<file path="src/rtl/mem_arb_pkg.sv">
// Shared types and constants for the two-port block-RAM arbiter.
package mem_arb_pkg;

    localparam int ADDR_W = 10;
    localparam int DATA_W = 16;

    typedef enum logic [1:0] {
        IDLE   = 2'd0,
        ACCESS = 2'd1,
        RESP   = 2'd2
    } state_e;

    typedef enum logic {
        PORT_I = 1'b0,
        PORT_D = 1'b1
    } port_e;

endpackage

</file>
<file path="src/rtl/mem_arb_grant.sv">
// Grant select between the instruction and data ports.
// ARB_ROUND_ROBIN_EN selects round-robin on contention; otherwise the data port always wins.
module mem_arb_grant
    import mem_arb_pkg::*;
(
    input  logic  clk,
    input  logic  rst_n,
    input  logic  i_req_i,
    input  logic  i_req_d,
    input  logic  i_load,
    output logic  o_valid,
    output port_e o_port
);

    logic  w_valid;
    port_e w_port;

    assign w_valid = i_req_i | i_req_d;

`ifdef ARB_ROUND_ROBIN_EN
    port_e r_last;

    // NOTE: every signal written in always_comb gets a default first, so no path can infer a latch.
    always_comb begin
        w_port = PORT_I;
        if (i_req_i && i_req_d) begin
            w_port = (r_last == PORT_I) ? PORT_D : PORT_I;
        end else if (i_req_d) begin
            w_port = PORT_D;
        end
    end

    // NOTE: sequential state uses non-blocking assignments so every register samples pre-edge values.
    always_ff @(posedge clk or negedge rst_n) begin
        if (!rst_n) begin
            r_last <= PORT_I;
        end else if (i_load && w_valid) begin
            r_last <= w_port;
        end
    end
`else
    logic w_unused;

    always_comb begin
        w_port = i_req_d ? PORT_D : PORT_I;
    end

    // Fixed priority keeps no history, so the clock and load strobe go unused here.
    assign w_unused = &{1'b0, clk, rst_n, i_load};
`endif

    assign o_valid = w_valid;
    assign o_port  = w_port;

endmodule

</file>
<file path="src/rtl/mem_port_arbiter.sv">
// Serialises instruction-fetch reads and data-port reads/writes onto one single-port RAM.
// Contention policy is set by ARB_ROUND_ROBIN_EN (see mem_arb_grant).
module mem_port_arbiter #(
    parameter int ADDR_W   = mem_arb_pkg::ADDR_W,
    parameter int DATA_W   = mem_arb_pkg::DATA_W,
    parameter int PROT_TOP = 0
) (
    input  logic              clka,
    input  logic              rst_n,
    input  logic              i_req,
    input  logic [ADDR_W-1:0] i_addr,
    output logic              i_ack,
    output logic [DATA_W-1:0] i_rdata,
    input  logic              d_req,
    input  logic              d_we,
    input  logic [ADDR_W-1:0] d_addr,
    input  logic [DATA_W-1:0] d_wdata,
    output logic              d_ack,
    output logic [DATA_W-1:0] d_rdata,
    output logic              d_err,
    output logic              mem_wea,
    output logic [ADDR_W-1:0] mem_addra,
    output logic [DATA_W-1:0] mem_dina,
    input  logic [DATA_W-1:0] mem_douta
);

    import mem_arb_pkg::*;

    state_e            r_state;
    state_e            w_state_next;
    port_e             r_port;
    logic              r_blocked;
    logic              r_wea;
    logic [ADDR_W-1:0] r_addra;
    logic [DATA_W-1:0] r_dina;
    logic              r_i_ack;
    logic              r_d_ack;
    logic              r_d_err;
    logic [DATA_W-1:0] r_i_rdata;
    logic [DATA_W-1:0] r_d_rdata;

    logic              w_grant_valid;
    port_e             w_grant_port;
    logic              w_prot_hit;
    logic              w_grant_d;

    mem_arb_grant u_grant (
        .clk     (clka),
        .rst_n   (rst_n),
        .i_req_i (i_req),
        .i_req_d (d_req),
        .i_load  (r_state == IDLE),
        .o_valid (w_grant_valid),
        .o_port  (w_grant_port)
    );

    assign w_prot_hit = (int'(d_addr) < PROT_TOP);
    assign w_grant_d  = (w_grant_port == PORT_D);

    always_comb begin
        w_state_next = r_state;
        case (r_state)
            IDLE:    if (w_grant_valid) w_state_next = ACCESS;
            ACCESS:  w_state_next = RESP;
            RESP:    w_state_next = IDLE;
            default: w_state_next = IDLE;
        endcase
    end

    // Async reset also clears mem_wea immediately, so no write lands after reset asserts.
    always_ff @(posedge clka or negedge rst_n) begin
        if (!rst_n) begin
            r_state   <= IDLE;
            r_port    <= PORT_I;
            r_blocked <= 1'b0;
            r_wea     <= 1'b0;
            r_addra   <= '0;
            r_dina    <= '0;
            r_i_ack   <= 1'b0;
            r_d_ack   <= 1'b0;
            r_d_err   <= 1'b0;
            r_i_rdata <= '0;
            r_d_rdata <= '0;
        end else begin
            r_state <= w_state_next;
            r_i_ack <= 1'b0;
            r_d_ack <= 1'b0;
            r_d_err <= 1'b0;
            case (r_state)
                IDLE: begin
                    if (w_grant_valid) begin
                        r_port    <= w_grant_port;
                        r_addra   <= w_grant_d ? d_addr : i_addr;
                        r_dina    <= d_wdata;
                        r_wea     <= w_grant_d && d_we && !w_prot_hit;
                        r_blocked <= w_grant_d && d_we && w_prot_hit;
                    end
                end
                ACCESS: begin
                    r_wea <= 1'b0;
                end
                RESP: begin
                    if (r_port == PORT_D) begin
                        r_d_rdata <= mem_douta;
                        r_d_ack   <= 1'b1;
                        r_d_err   <= r_blocked;
                    end else begin
                        r_i_rdata <= mem_douta;
                        r_i_ack   <= 1'b1;
                    end
                end
                default: begin
                    r_wea <= 1'b0;
                end
            endcase
        end
    end

    assign i_ack     = r_i_ack;
    assign i_rdata   = r_i_rdata;
    assign d_ack     = r_d_ack;
    assign d_rdata   = r_d_rdata;
    assign d_err     = r_d_err;
    assign mem_wea   = r_wea;
    assign mem_addra = r_addra;
    assign mem_dina  = r_dina;

endmodule

</file>
<file path="config.mk">
export PLATFORM = sky130hd
export DESIGN_NAME = mem_port_arbiter
export DESIGN_NICKNAME = d
export VERILOG_FILES = /design/src/rtl/mem_arb_pkg.sv /design/src/rtl/mem_arb_grant.sv /design/src/rtl/mem_port_arbiter.sv
export SDC_FILE = /design/constraint.sdc
export NUM_CORES = 1
export LEC_CHECK = 0
export ABC_AREA = 1
export ABC_CLOCK_PERIOD_IN_PS = 1450
export BUFFER_PORTS_ARGS = -buffer_cell sky130_fd_sc_hd__buf_2
export CORE_ASPECT_RATIO = 1.5
export CORE_MARGIN = 3
export CORE_UTILIZATION = 30
export CTS_CLUSTER_DIAMETER = 200
export DETAILED_ROUTE_END_ITERATION = 7
export PLACE_DENSITY = 0.52
export SLEW_MARGIN = 20
export SYNTH_ARGS = -nofsm -noshare
export SYNTH_HDL_FRONTEND = slang
export SYNTH_SLANG_ARGS = --single-unit
</file>
<file path="constraint.sdc">
create_clock -name clka -period 1.45 [get_ports clka]
set_input_delay 0.29 -clock clka [delete_from_list [all_inputs] [get_ports clka]]
set_output_delay 0.29 -clock clka [all_outputs]
set_load 0.005 [all_outputs]
</file>
### Word level (Yosys, flattened, before mapping)

Index checks and enable logic that the tools add are counted.

| storage, ports and cells | value |
|---|---|
| word-level logic and storage cells | 31 |
| register bits after elaboration | 64 |
| input bits | 57 |
| output and inout bits | 62 |

| operators by class | value |
|---|---|
| bitwise logic cells | 3 |
| equality and inequality tests | 3 |
| multiplexer cells | 10 |
| reduce and logical (&&, ||, !) cells | 6 |

Operators with widths:

| kind | count |
|---|---|
| 10-bit 2-to-1 mux | 1 |
| 2-bit AND reduction | 4 |
| 1-bit 2-to-1 mux | 6 |
| 2-bit one-hot mux with 2 select lines | 1 |
| 2-bit by 1-bit == test with 1-bit output, second input constant | 1 |
| 2-bit == test, second input constant | 1 |
| 2-bit zero test | 1 |
| 2-bit 2-to-1 mux | 1 |
| 2-bit != test, second input constant | 1 |
| 1-bit NOT | 2 |
| 1-bit one-hot mux with 2 select lines | 1 |
| 1-bit logical AND | 1 |
| 1-bit OR | 1 |

### Logic depth before layout (Yosys ltp)

Gate-level depths: netlist of run 1.

| depth | value |
|---|---|
| word-level depth | 4 |
| gate-level depth with buffers | 7 |
| mapped depth without buffers | 5 |

### Hierarchy

From an unflattened synthesis of run 1, not the netlist that was laid out.

| second synthesis, totals | value |
|---|---|
| cell total of the unflattened synthesis | 308 |
| area total of the unflattened synthesis | 2668.8 µm² |

Modules (own cells, without submodules):

| module | times used | area an instance (µm²) | cells an instance | sequential area each (µm²) |
|---|---|---|---|---|
| mem_port_arbiter | 1 | 2650.0 | 304 | 1601.5 |
| mem_arb_grant | 1 | 18.8 | 4 | 0.0 |

### Worst setup path after synthesis of run 1

No wires, ideal clock.

| timing path | value |
|---|---|
| path type | flip-flop to flip-flop |
| from | reg r_state[1] |
| to | reg r_addra[7], in the netlist mem_addra[7] |
| setup time | 116 ps |
| data required time | 1334 ps |
| period minus slack after synthesis | 1131 ps |
| stages on the path, launching flop included | 7 |
| buffers on the path | 2 |
| arrival time | 1014 ps |
| path slack | 319 ps |
| path through | dfrtp_1 -> buf_6 -> nor2_4 -> nand2_4 -> buf_6 -> nand2_1 -> nand2_1 |

| on the way | value |
|---|---|
| longest elaborated chain between the ends | 2 |

Ends and longest elaborated chain:

| item | line | text |
|---|---|---|
| start, declared | mem_port_arbiter.sv:29 | `state_e r_state;` |
| start signal, assigned | mem_port_arbiter.sv:85 | `r_state <= w_state_next;` |
| 2-bit zero test | mem_port_arbiter.sv:89 | `case (r_state)` |
| 2-bit AND reduction (no source line) | n/a |  |
| end signal, assigned | mem_port_arbiter.sv:93 | `r_addra <= w_grant_d ? d_addr : i_addr;` |
| end, declared | mem_port_arbiter.sv:34 | `logic [ADDR_W-1:0] r_addra;` |

Every way passes these cells.
A chain may end at the register's enable or synchronous reset.

### Final worst setup path of run 1

| timing path | value |
|---|---|
| from | reg r_state[1] |
| to | reg r_addra[6], in the netlist mem_addra[6] |

Same word-level chain as after synthesis.

==> results summary, run 1 <==
The per-instance average area after synthesis is 8.64 um2. After technology mapping, the gate count stands at 306. For this run, design rule violations remaining after detail routing come to 0. The core region is 0.00852 mm2. VDD sags by at most 0.000857 V. The number of unique standard cell types used by synthesis is 17.

At the end of routability-driven placement, the weighted congestion stood at 0.694. After routing the design area is 0.00371 mm2. The maximum number of pins on one net before global-route repair came out at 65. The share of layout cells above drive strength 1 is 0.343. The worst setup path is of the reg -> reg kind.

The insertion delay of the later-clocked pin in the worst-skew pair came out at 0.32 ns. The setup violation total in the final timing report came out at 0. The die is 82.7 um wide. By instance count, the cell type seen most on the critical path is sky130_fd_sc_hd__nand2_1. The total congestion overflow after global routing came out at 0. The H-tree depth came out at 3. The floorplan step set the die height to 121 um.

The Yosys warning count is 0. The shortest clock period the worst path allows after layout is 1.27 ns. The cell leakage power came out at 2.18 nW. The routed layout has 2367 vias. The CTS clock-pin slew for the worst setup and hold paths came out at 0.05 ns. The initial antenna violation count came out at 0.

The largest single stage delay on the critical path is 0.37 ns. In this run, synthesis produced a sequential element count of 64. The fmax came out at 0.786 GHz. The number of pins exceeding their max-slew limit in the final report is 0. After routing, the total negative slack on setup checks comes to 0 ns. Among all stages on the critical path, the largest delay is contributed by sky130_fd_sc_hd__dfrtp_1. The number of buffer and inverter instances along the worst setup path came out at 1. TritonCTS built the clock tree. The cell area power density is 2220 mW/mm2.

The largest fanout on the critical path came out at 27. In this run, CTS created clock tree buffers numbering 9. The detail-routed via count per cell is 4.35. The number of buffer cells added on primary ports came out at 117. The HPWL reported at the end of detailed placement is 5010 um.

The worst-case clock skew came out at 0.00329 ns. STA classifies the critical path endpoint as a register. The total nets after synthesis is 363.

The final-stage net count is 489. The total I/O pin count came out at 119. The flow ran to the end, and the final reports show no timing, DRC or antenna violations.

Once placement finished, the instance area stood at 0.00336 mm2. The post-synthesis cell area is 0.00265 mm2. Setup repair after global routing left no endpoint under its margin.

In the global route stage, overall resource usage came out at 0.149. The category of cells accounting for the largest share of critical-path delay is simple AND/OR/NAND/NOR gates. The type of the tightest min-delay check is in -> reg.

The largest buffer count on any clock path came out at 2. The number of sinks driven by the clock tree came out at 64. STA puts the critical path data required time at 1.66 ns. The post-detailed-routing wire length is 6980 um. The worst setup path is launched from a register. The cell sitting at the root of the clock tree is a sky130_fd_sc_hd__clkbuf_16.

The number of optimization iterations in the first detailed-route pass is 4. The overall die area is 0.0100 mm2. Measured on the finished design, the core utilization comes to 0.435. The detail route stage leaves a number of antenna-violating nets equal to 0. The initial utilization of the core area, before any placement, comes to 0.311.

The floorplan has 41 rows. The global-route wire length before repair is 11200 um. The number of global-route vias before repair is 2333.

The final cycle utilization of the critical path came out at 0.877. The layout overhead on the synthesized area is 40.2%. The number of DRC violations after detailed-routing iteration 0 came out at 80. Traced cell by cell, the critical path runs through buf_4 > nor2_4 > nand2_4 > nand2_1 > nand2_1. The endpoint arrival time on the critical path is 1.48 ns. The final hold violation count came out at 0. After detailed routing, the average wire length per cell comes to 12.8 um. The count of max-cap constraint violations is 0.

The part of the Yosys area used for sequential elements is 0.605. The antenna cell count came out at 0.
-- through the flow --
stage | worst slack, ns | std cells | power (mW) | hold slack (ns)
floorplan | 0.319 | 306 | 4.64 | -0.00559
global placement | 0.130 | 527 | 5.92 | 0.334
detailed placement | 0.0907 | 527 | 5.98 | 0.334
CTS | 0.0835 | 544 | 8.42 | 0.161
global route | 0.0196 | 544 | 8.94 | 0.171
finish | 0.178 | 544 | 8.24 | 0.175
-- cells by family (layout without fill, tap and decap cells) --
group,Yosys count,count (layout),share of synthesized area
flip-flops,64,64,0.605
AND/OR/NAND/NOR,221,221,0.342
AO/OA/AOI/OAI,1,1,0.00189
other,1,1,0.00142
buffers and inverters,19,150,0.0487
-- worst paths after layout --
check	slack, ns	to	start	cells past startpoint
worst max-delay path	0.18	mem_addra[6]	r_state[1]	5
worst min-delay path	0.17	d_rdata[3]	mem_douta[3]	3
worst max register to register	0.18	mem_addra[6]	r_state[1]	5
worst min register to register	0.47	mem_dina[12]	mem_dina[12]	2
max in group asynchronous	0.65	i_rdata[14]	rst_n	3
min in group asynchronous	0.52	d_rdata[5]	rst_n	3
-- cell usage after synthesis --
library cell,count,area (um2)
sky130_fd_sc_hd__conb_1,1,3.75
sky130_fd_sc_hd__buf_4,3,22.5
sky130_fd_sc_hd__nor2_4,2,22.5
sky130_fd_sc_hd__o21ai_0,1,5.00
sky130_fd_sc_hd__buf_2,5,25.0
sky130_fd_sc_hd__nand2_2,1,6.26
sky130_fd_sc_hd__buf_6,5,56.3
sky130_fd_sc_hd__nand3_4,1,17.5
sky130_fd_sc_hd__inv_1,4,15.0
sky130_fd_sc_hd__nand2_1,194,728
sky130_fd_sc_hd__nand3b_4,1,20.0
sky130_fd_sc_hd__inv_4,1,6.26
sky130_fd_sc_hd__dfrtp_1,64,1600
sky130_fd_sc_hd__nand3_1,17,85.1
sky130_fd_sc_hd__nand2_4,1,11.3
sky130_fd_sc_hd__nor2_1,4,15.0
sky130_fd_sc_hd__inv_2,1,3.75
-- cells in the final DEF, fill, tap and decap left out --
master / n
sky130_fd_sc_hd__buf_4: 8
sky130_fd_sc_hd__o21ai_0: 1
sky130_fd_sc_hd__nand3_1: 17
sky130_fd_sc_hd__inv_2: 1
sky130_fd_sc_hd__conb_1: 1
sky130_fd_sc_hd__clkbuf_8: 3
sky130_fd_sc_hd__nand2_2: 1
sky130_fd_sc_hd__clkbuf_16: 9
sky130_fd_sc_hd__dlygate4sd3_1: 1
sky130_fd_sc_hd__buf_2: 117
sky130_fd_sc_hd__dfrtp_1: 64
sky130_fd_sc_hd__nor2_4: 2
sky130_fd_sc_hd__nor2_2: 1
sky130_fd_sc_hd__nor2_1: 3
sky130_fd_sc_hd__clkbuf_1: 2
sky130_fd_sc_hd__inv_4: 1
sky130_fd_sc_hd__bufinv_16: 2
sky130_fd_sc_hd__nand3b_4: 1
sky130_fd_sc_hd__nand3_4: 1
sky130_fd_sc_hd__nand2_1: 194
sky130_fd_sc_hd__nand2_4: 1
sky130_fd_sc_hd__buf_12: 2
sky130_fd_sc_hd__inv_1: 4
-- sequential cells by signal (all words and copies together) (netlist names) --
signal and count:
d_rdata 16, i_rdata 16, mem_dina 16, mem_addra 10, r_state 2, d_ack 1
i_ack 1, mem_wea 1, r_port 1
-- layer usage --
metal	track usage	wire, um	vias to the layer above
met2	0.240	3520	81
met5	0	0	-
li1	-	-	1184
met1	0.180	2930	1100
met3	0.0505	478	2
met4	0.0583	44	0
-- worst register-to-register path, stage by stage (launching register included) --
cell                      delay, ns
sky130_fd_sc_hd__dfrtp_1       0.37
sky130_fd_sc_hd__buf_4         0.17
sky130_fd_sc_hd__nor2_4        0.20
sky130_fd_sc_hd__nand2_4       0.23
sky130_fd_sc_hd__nand2_1       0.13
sky130_fd_sc_hd__nand2_1       0.06
-- final cells by class --
cell class / instances / area (um2)
Tap cell: 107 / 134
Timing Repair Buffer: 128 / 696
Inverter: 6 / 25.0
Sequential cell: 64 / 1600
Clock inverter: 2 / 60.1
Multi-Input combinational cell: 223 / 917
Clock buffer: 14 / 274
Fill cell: 907 / 4810
-- repair_timing --
item | 4_1_cts | 5_1_grt
buffers inserted | 0 | 0
endpoints found under the hold margin | 63 | 0
setup endpoints to repair | 0 | 10
hold buffers | 1 | 0
gates resized for setup | 0 | 1
-- power by group --
part,total (mW),internal (mW),switching (mW)
Combinational,2.74,1.23,1.52
Clock,2.38,1.65,0.731
Sequential,3.12,2.65,0.477
Note: power is estimated with default switching activity, not from simulation.
==> run 2, diff against run 1 <==
Settings changed: BUFFER_PORTS_ARGS -buffer_cell sky130_fd_sc_hd__buf_2 to -buffer_cell sky130_fd_sc_hd__buf_4.
==> results summary, run 2 (synthesis gave the netlist of run 1 again) <==
The count of max-cap constraint violations was 0 (unchanged). Setup repair after global routing missed its margin: false (unchanged). The insertion delay of the later-clocked pin in the worst-skew pair is 0.32 ns (about the same).

Highest-count cells in the layout ignoring fill and taps: sky130_fd_sc_hd__nand2_1, sky130_fd_sc_hd__buf_4, sky130_fd_sc_hd__dfrtp_1, sky130_fd_sc_hd__nand3_1, sky130_fd_sc_hd__clkbuf_16 (was sky130_fd_sc_hd__nand2_1, sky130_fd_sc_hd__buf_2, sky130_fd_sc_hd__dfrtp_1, sky130_fd_sc_hd__nand3_1, sky130_fd_sc_hd__clkbuf_16). The largest fanout on the critical path came out at 11 (was 27). The required time of the worst setup path came out at 1.71 ns (was 1.66 ns). The initial antenna violation count is 0 (unchanged). The category of cells accounting for the largest share of critical-path delay is simple AND/OR/NAND/NOR gates (unchanged).

The total congestion overflow after global routing came out at 0 (unchanged). The number of global-route vias before repair is 2320 (was 2333). The global-route wire length before repair is 11200 um (about the same). The number of pins exceeding their max-slew limit in the final report is 0 (unchanged). The post-detailed-routing wire length came to 7100 um (was 6980 um). The combined area of the multi-input logic cells came out at 917 um2 (unchanged). The antenna cell count was 0 (unchanged). The number of DRC violations after detailed-routing iteration 0 came out at 124 (was 80).

The number of vias in the routed layout came to 2333 (was 2367). The standard cell core area is 0.00852 mm2 (unchanged). The worst-case clock skew came out at 0.00474 ns (was 0.00329 ns). The number of setup buffers added after CTS came out at 0 (unchanged). The final core area utilization was 0.464 (was 0.435). The setup TNS after final layout is 0 ns (unchanged). The largest buffer count on any clock path came out at 2 (unchanged). The maximum number of pins on one net before global-route repair came to 65 (unchanged). The final estimated routing congestion in global placement is 0.724 (was 0.694). The cell leakage power came out at 2.24 nW (was 2.18 nW). The residual antenna-violating net count after detailed routing came out at 0 (unchanged).

The number of fillers in the final layout is 878 (was 907). The H-tree depth is 3 (unchanged). The path type of the worst setup path is reg -> reg (unchanged). The effective utilization at floorplan was 0.311 (unchanged).

The number of buffers created by CTS is 9 (unchanged). The layout overhead on the synthesized area is 49.4% (was 40.2%). The clock tree root driver cell was sky130_fd_sc_hd__clkbuf_16 (unchanged). The routed wire length per instance is 13.1 um (was 12.8 um).

The number of buffer cells added on primary ports is 117 (unchanged). Ordered list of cells on the worst path: inv_4 > nand2_1 > nor2_2 > nand2_1 > nand2_1 (was buf_4 > nor2_4 > nand2_4 > nand2_1 > nand2_1). The endpoint arrival time on the critical path is 1.47 ns (was 1.48 ns). The cell with the largest stage delay on the worst path was sky130_fd_sc_hd__dfrtp_1 (unchanged). The most repeated library cell on the critical path is sky130_fd_sc_hd__nand2_1 (unchanged). The final-stage net count is 487 (was 489). The type of the tightest min-delay check was in -> reg (unchanged). The die boundary width came out at 82.7 um (unchanged). The cell area power density is 2140 mW/mm2 (was 2220 mW/mm2). The share of layout cells above drive strength 1 is 0.340 (was 0.343). The CTS tree is done (unchanged). The y dimension of the die came out at 121 um (unchanged). The most frequent standard cell in the layout excluding fill and tap cells is sky130_fd_sc_hd__nand2_1 (unchanged). The number of sinks driven by the clock tree came out at 64 (unchanged). The DRC violation count after routing is 0 (unchanged). The maximum single-stage delay on the critical path is 0.44 ns (was 0.37 ns). The CTS clock-pin slew for the worst setup and hold paths is 0.05 ns (about the same). The endpoint class of the critical path is a register (unchanged). The HPWL reported at the end of detailed placement came to 4980 um (was 5010 um). The maximum ir drop on the vdd rail is 0.000905 V (was 0.000857 V).

The register area came out at 0.00160 mm2 (unchanged). The shortest clock period the worst path allows after layout came to 1.21 ns (was 1.27 ns). Run status: completed (unchanged). The final hold violation count was 0 (unchanged). The detail-routed via count per cell came out at 4.30 (was 4.35). The element type at the critical path start is a register (unchanged). The number of buffer and inverter instances along the worst setup path is 1 (unchanged). The overall die area is 0.0100 mm2 (unchanged). The setup violation total in the final timing report came to 0 (unchanged). The fmax is 0.825 GHz (was 0.786 GHz).

The number of standard-cell rows in the floorplan came out at 41 (unchanged). The number of optimization iterations in the first detailed-route pass came out at 4 (unchanged). The global-route usage over all layers came out at 0.149 (about the same).

The total I/O pin count came to 119 (unchanged). The final cycle utilization of the critical path is 0.836 (was 0.877).
run 2: worst register-to-register path, cell delays in order (launching register included):
cell                      delay (ns)
sky130_fd_sc_hd__dfrtp_1        0.44
sky130_fd_sc_hd__inv_4          0.12
sky130_fd_sc_hd__nand2_1        0.07
sky130_fd_sc_hd__nor2_2         0.35
sky130_fd_sc_hd__nand2_1        0.10
sky130_fd_sc_hd__nand2_1        0.07
run 2: area by class of cell:
cell class                 instances  share of cell area
inverter                           6             0.00633
sequential                        64               0.405
clock buffer                      13              0.0659
timing repair buffer             126               0.246
multi-input combinational        223               0.232
tap                              107              0.0339
clock inverter                     3              0.0101
run 2: worst paths after layout:
check | from | to | slack [ns] | cells past startpoint
max | r_state[0] | mem_addra[0] | 0.24 | 5
min | mem_douta[5] | i_rdata[5] | 0.17 | 3
max reg2reg | r_state[0] | mem_addra[0] | 0.24 | 5
min reg2reg | mem_dina[14] | mem_dina[14] | 0.47 | 2
max in group asynchronous | rst_n | mem_dina[15] | 0.67 | 3
min in group asynchronous | rst_n | d_rdata[1] | 0.51 | 3
run 2: where the power goes:
group | total [mW] | internal, mW | switching (mW)
logic | 3.13 | 1.64 | 1.49
registers | 3.17 | 2.65 | 0.526
clock network | 2.16 | 1.42 | 0.741
total | 8.46 | 5.71 | 2.76
run 2: per-layer routing:
layer / share of wire / wire length [um] / vias up / track usage
met2: 0.49 / 3470 / 80 / 0.241
met3: 0.064 / 455 / 10 / 0.0364
met1: 0.43 / 3030 / 1064 / 0.183
met4: 0.020 / 144 / 0 / 0.0685
met5: 0 / 0 / - / 0
li1: - / - / 1179 / -
run 2: timing repair:
item                       in CTS  in global routing
setup endpoints to repair       0                 11
hold buffers                    1                  0
resized for setup               0                  1
hold endpoints to repair       64                  0
run 2: metrics by stage:
step | total power, mW | instance area [um2] | instances | hold slack [ns] | setup WS (ns)
after floorplan | 4.64 | 2650 | 306 | -0.00559 | 0.319
after global placement | 6.35 | 3640 | 525 | 0.320 | 0.0848
after detailed placement | 6.40 | 3640 | 525 | 0.319 | 0.0544
after CTS | 8.62 | 3950 | 542 | 0.156 | 0.0431
after global routing | 9.13 | 3950 | 542 | 0.155 | 0.0659
final | 8.46 | 3950 | 542 | 0.169 | 0.238
==> run 3, diff against run 2 <==
Settings changed: ABC_AREA 1 to 0, ABC_CLOCK_PERIOD_IN_PS 1450 to 1250, PLACE_DENSITY 0.52 to 0.53.
Clock period 1.45 ns to 1.25 ns, I/O delays scaled along.
==> results summary, run 3 <==
Run status: finished, violations left (was completed). The checks that failed: setup timing. The cell area power density came out at 2530 mW/mm2 (was 2140 mW/mm2).

The insertion delay of the later-clocked pin in the worst-skew pair is 0.32 ns (about the same). The setup slack of the worst register-to-register path came out at -0.1 ns (was 0.24 ns). The final core area utilization came out at 0.493 (was 0.464). The final cycle utilization of the critical path is 1.08 (was 0.836).

Ranking of synthesized cells by instance count: sky130_fd_sc_hd__dfrtp_1, sky130_fd_sc_hd__mux2_2, sky130_fd_sc_hd__mux2_4, sky130_fd_sc_hd__buf_4, sky130_fd_sc_hd__nor2_1 (was sky130_fd_sc_hd__nand2_1, sky130_fd_sc_hd__dfrtp_1, sky130_fd_sc_hd__nand3_1, sky130_fd_sc_hd__buf_2, sky130_fd_sc_hd__buf_6). The count of max-cap constraint violations is 0 (unchanged). Setup repair after global routing missed its margin: true (was false). The number of sinks driven by the clock tree came to 64 (unchanged).

The switching share of total power was 0.270 (was 0.326). The element type at the critical path start is a register (unchanged). The most used flip-flop cell after synthesis is sky130_fd_sc_hd__dfrtp_1 (unchanged). The y dimension of the die is 119 um (was 121 um).

The count of mapped cells out of synthesis is 151 (was 306). The part of the Yosys area used for sequential elements came out at 0.627 (was 0.605). The worst-case clock skew came out at 0.00284 ns (was 0.00474 ns).

The number of buffer cells added on primary ports is 117 (unchanged). The required time of the worst setup path came out at 1.45 ns (was 1.71 ns). The register area is 0.00160 mm2 (about the same). The shortest clock period the worst path allows after layout came out at 1.35 ns (was 1.21 ns). The post-detailed-routing wire length came out at 6090 um (was 7100 um).

The total congestion overflow after global routing came out at 0 (unchanged). The Yosys warning count came to 0 (unchanged). The maximum ir drop on the vdd rail came out at 0.00110 V (was 0.000905 V). The layout overhead on the synthesized area is 57.5% (was 49.4%). The post-route standard cell area excluding fillers came out at 0.00402 mm2 (was 0.00395 mm2). The number of enable flip-flop cells after synthesis is 0 (unchanged). The final estimated routing congestion in global placement is 0.707 (was 0.724). The sequential share of power is 0.368 (was 0.375).

The clock tree root driver cell is sky130_fd_sc_hd__clkbuf_16 (unchanged). The H-tree depth is 3 (unchanged). The routed wire length per instance is 15.3 um (was 13.1 um). The setup violation total in the final timing report is 58 (was 0). The largest fanout on the critical path was 17 (was 11).

The startpoint of the most critical hold path is d_wdata[9] (was mem_douta[5]). The setup TNS after final layout came out at -3.38 ns (was 0 ns). The maximum single-stage delay on the critical path came out at 0.45 ns (was 0.44 ns). The fmax was 0.741 GHz (was 0.825 GHz). The share of the synthesized area in the top cell type is 0.627 (was 0.605). The initial antenna violation count is 0 (unchanged). The endpoint of the most critical register-to-register path was i_rdata[5] (was mem_addra[0]). Dominant cells by area after synthesis: sky130_fd_sc_hd__dfrtp_1, sky130_fd_sc_hd__mux2_2, sky130_fd_sc_hd__mux2_4 (was sky130_fd_sc_hd__dfrtp_1, sky130_fd_sc_hd__nand2_1, sky130_fd_sc_hd__nand3_1). The post-synthesis cell area was 0.00255 mm2 (was 0.00265 mm2). The detail-routed via count per cell came out at 4.44 (was 4.30).

The global-route wire length before repair is 9510 um (was 11200 um). The residual antenna-violating net count after detailed routing is 0 (unchanged). The final worst slack is -0.0992 ns (was 0.238 ns).

The final hold violation count is 0 (unchanged). The largest buffer count on any clock path came out at 2 (unchanged). The number of standard-cell rows in the floorplan came to 40 (was 41). The startpoint of the worst register-to-register path was r_state[0] (unchanged). The number of instances on the worst hold path came out at 2 (was 3). The total nets after synthesis was 208 (was 363).

The cell with the largest stage delay on the worst path is sky130_fd_sc_hd__dfrtp_2 (was sky130_fd_sc_hd__dfrtp_1). The cell leakage power is 1.96 nW (was 2.24 nW). The number of fillers in the final layout is 733 (was 878).

The CTS clock-pin slew for the worst setup and hold paths was 0.05 ns (about the same). The total I/O pin count is 119 (unchanged). The number of pins exceeding their max-slew limit in the final report came out at 0 (unchanged). The post-placement cell count was 380 (was 525). The reported net switching power was 2.74 mW (was 2.76 mW). The global-route usage over all layers came out at 0.132 (was 0.149).

Ordered list of cells on the worst path: nor3b_4 > buf_12 > mux2_2 (was inv_4 > nand2_1 > nor2_2 > nand2_1 > nand2_1). The endpoint class of the critical path is a register (unchanged). The worst-case reg-to-reg path depth was 3 (was 5). The endpoint arrival time on the critical path is 1.55 ns (was 1.47 ns). The non-filler instance count after layout is 397 (was 542). Highest-count cells in the layout ignoring fill and taps: sky130_fd_sc_hd__buf_4, sky130_fd_sc_hd__dfrtp_1, sky130_fd_sc_hd__mux2_2, sky130_fd_sc_hd__mux2_4, sky130_fd_sc_hd__clkbuf_16 (was sky130_fd_sc_hd__nand2_1, sky130_fd_sc_hd__buf_4, sky130_fd_sc_hd__dfrtp_1, sky130_fd_sc_hd__nand3_1, sky130_fd_sc_hd__clkbuf_16). The power share of the combinational group is 0.417 (was 0.370).

The HPWL reported at the end of detailed placement was 4510 um (was 4980 um). The post-synthesis register bit count is 64 (unchanged). The internal power of the cells is 7.43 mW (was 5.71 mW). The type of the tightest min-delay check was in -> reg (unchanged). The path type of the worst setup path is reg -> reg (unchanged).

The DRC violation count after routing is 0 (unchanged). The standard cell core area came out at 0.00816 mm2 (was 0.00852 mm2). The per-instance average area after synthesis is 16.9 um2 (was 8.64 um2). The die boundary width is 81.4 um (was 82.7 um).

The proportion of register bits with asynchronous set or reset after synthesis came out at 1.00 (unchanged). The antenna cell count was 0 (unchanged). The number of unique standard cell types used by synthesis came out at 18 (was 17). The combined area of the multi-input logic cells came out at 967 um2 (was 917 um2). The share of layout cells above drive strength 1 came out at 0.747 (was 0.340).

The number of vias in the routed layout is 1761 (was 2333). The CTS tree is done (unchanged). The number of global-route vias before repair came out at 1849 (was 2320). The dominant cell by count in the synthesized netlist was sky130_fd_sc_hd__dfrtp_1 (was sky130_fd_sc_hd__nand2_1). The instance area at placement is 0.00366 mm2 (was 0.00364 mm2). The number of optimization iterations in the first detailed-route pass is 3 (was 4). The cell type with the highest aggregate area in the netlist is sky130_fd_sc_hd__dfrtp_1 (unchanged). The most frequent standard cell in the layout excluding fill and tap cells was sky130_fd_sc_hd__buf_4 (was sky130_fd_sc_hd__nand2_1). The overall die area was 0.00968 mm2 (was 0.0100 mm2). The number of buffers created by CTS came out at 9 (unchanged).

The end of the worst hold path is mem_dina[9] (was i_rdata[5]). The maximum number of pins on one net before global-route repair is 26 (was 65). The number of DRC violations after detailed-routing iteration 0 came out at 28 (was 124). The effective utilization at floorplan is 0.313 (was 0.311). The total power after layout came out at 10.2 mW (was 8.46 mW). The proportion of power drawn by the clock network came out at 0.215 (was 0.255). The final-stage net count came out at 344 (was 487).
## run 3: worst max path at each step
stage / start / end / slack (ns)
floorplan: r_state[1] / mem_dina[15] / -0.18
global placement: r_state[0] / i_rdata[15] / -0.08
detailed placement: r_state[0] / i_rdata[15] / -0.1
CTS: r_state[0] / i_rdata[5] / -0.10
global route: r_state[1] / mem_dina[3] / -0.14
finish: r_state[0] / i_rdata[5] / -0.1
## run 3: worst max-delay path: cells and delay by family, from the launching register on
| family | cells | cell delay, ns |
|---|---|---|
| AND/OR/NAND/NOR | 1 | 0.22 |
| flip-flops | 1 | 0.45 |
| multiplexers | 1 | 0.35 |
| buffers and inverters | 1 | 0.20 |
## run 3: per-layer routing
metal  track usage  vias to the layer above  wire (um)  part of all wire
li1              -                      803          -                 -
met1         0.151                      866       2290              0.38
met2         0.212                       82       3160              0.52
met3        0.0446                       10        503             0.083
met4        0.0729                        0        141             0.023
met5             0                        -          0                 0
## run 3: cells by family (layout without fill, tap and decap cells)
group                  after synthesis  count (layout)  share of synthesized area
AND/OR/NAND/NOR                      8               8                     0.0289
multiplexers                        68              68                      0.313
other                                1               1                    0.00147
flip-flops                          64              64                      0.627
buffers and inverters                7             148                     0.0225
AO/OA/AOI/OAI                        3               3                    0.00734
## run 3: per-stage QoR
stage          hold WS, ns  setup WS [ns]
2_1_floorplan      -0.0456         -0.179
3_3_place_gp         0.168        -0.0816
3_5_place_dp         0.167        -0.0992
4_1_cts              0.144         -0.104
5_1_grt              0.145         -0.136
6_report             0.160        -0.0992
## run 3: power by group through the flow
stage                     clock network (mW)  logic, mW  registers [mW]
after CTS                               2.27       4.11            3.75
after global placement                     0       3.95            3.76
after floorplan                            0       1.72            3.79
after global routing                    2.38       4.58            3.88
final                                   2.19       4.24            3.75
after detailed placement                   0       4.01            3.76
## run 3: area by class of cell
| cell class | instances | share of cell area |
|---|---|---|
| clock buffer | 12 | 0.0613 |
| clock inverter | 4 | 0.00498 |
| tap | 105 | 0.0326 |
| multi-input combinational | 80 | 0.240 |
| sequential | 64 | 0.399 |
| inverter | 1 | 0.000933 |
| timing repair buffer | 131 | 0.261 |
## run 3: what timing repair did
action / 4_1_cts / 5_1_grt
pin swaps: 0 / 0
endpoints found under the hold margin: 18 / 0
setup buffers: 0 / 0
hold buffers: 1 / 0
endpoints found under the setup margin: 58 / 58
gates resized for setup: 7 / 16
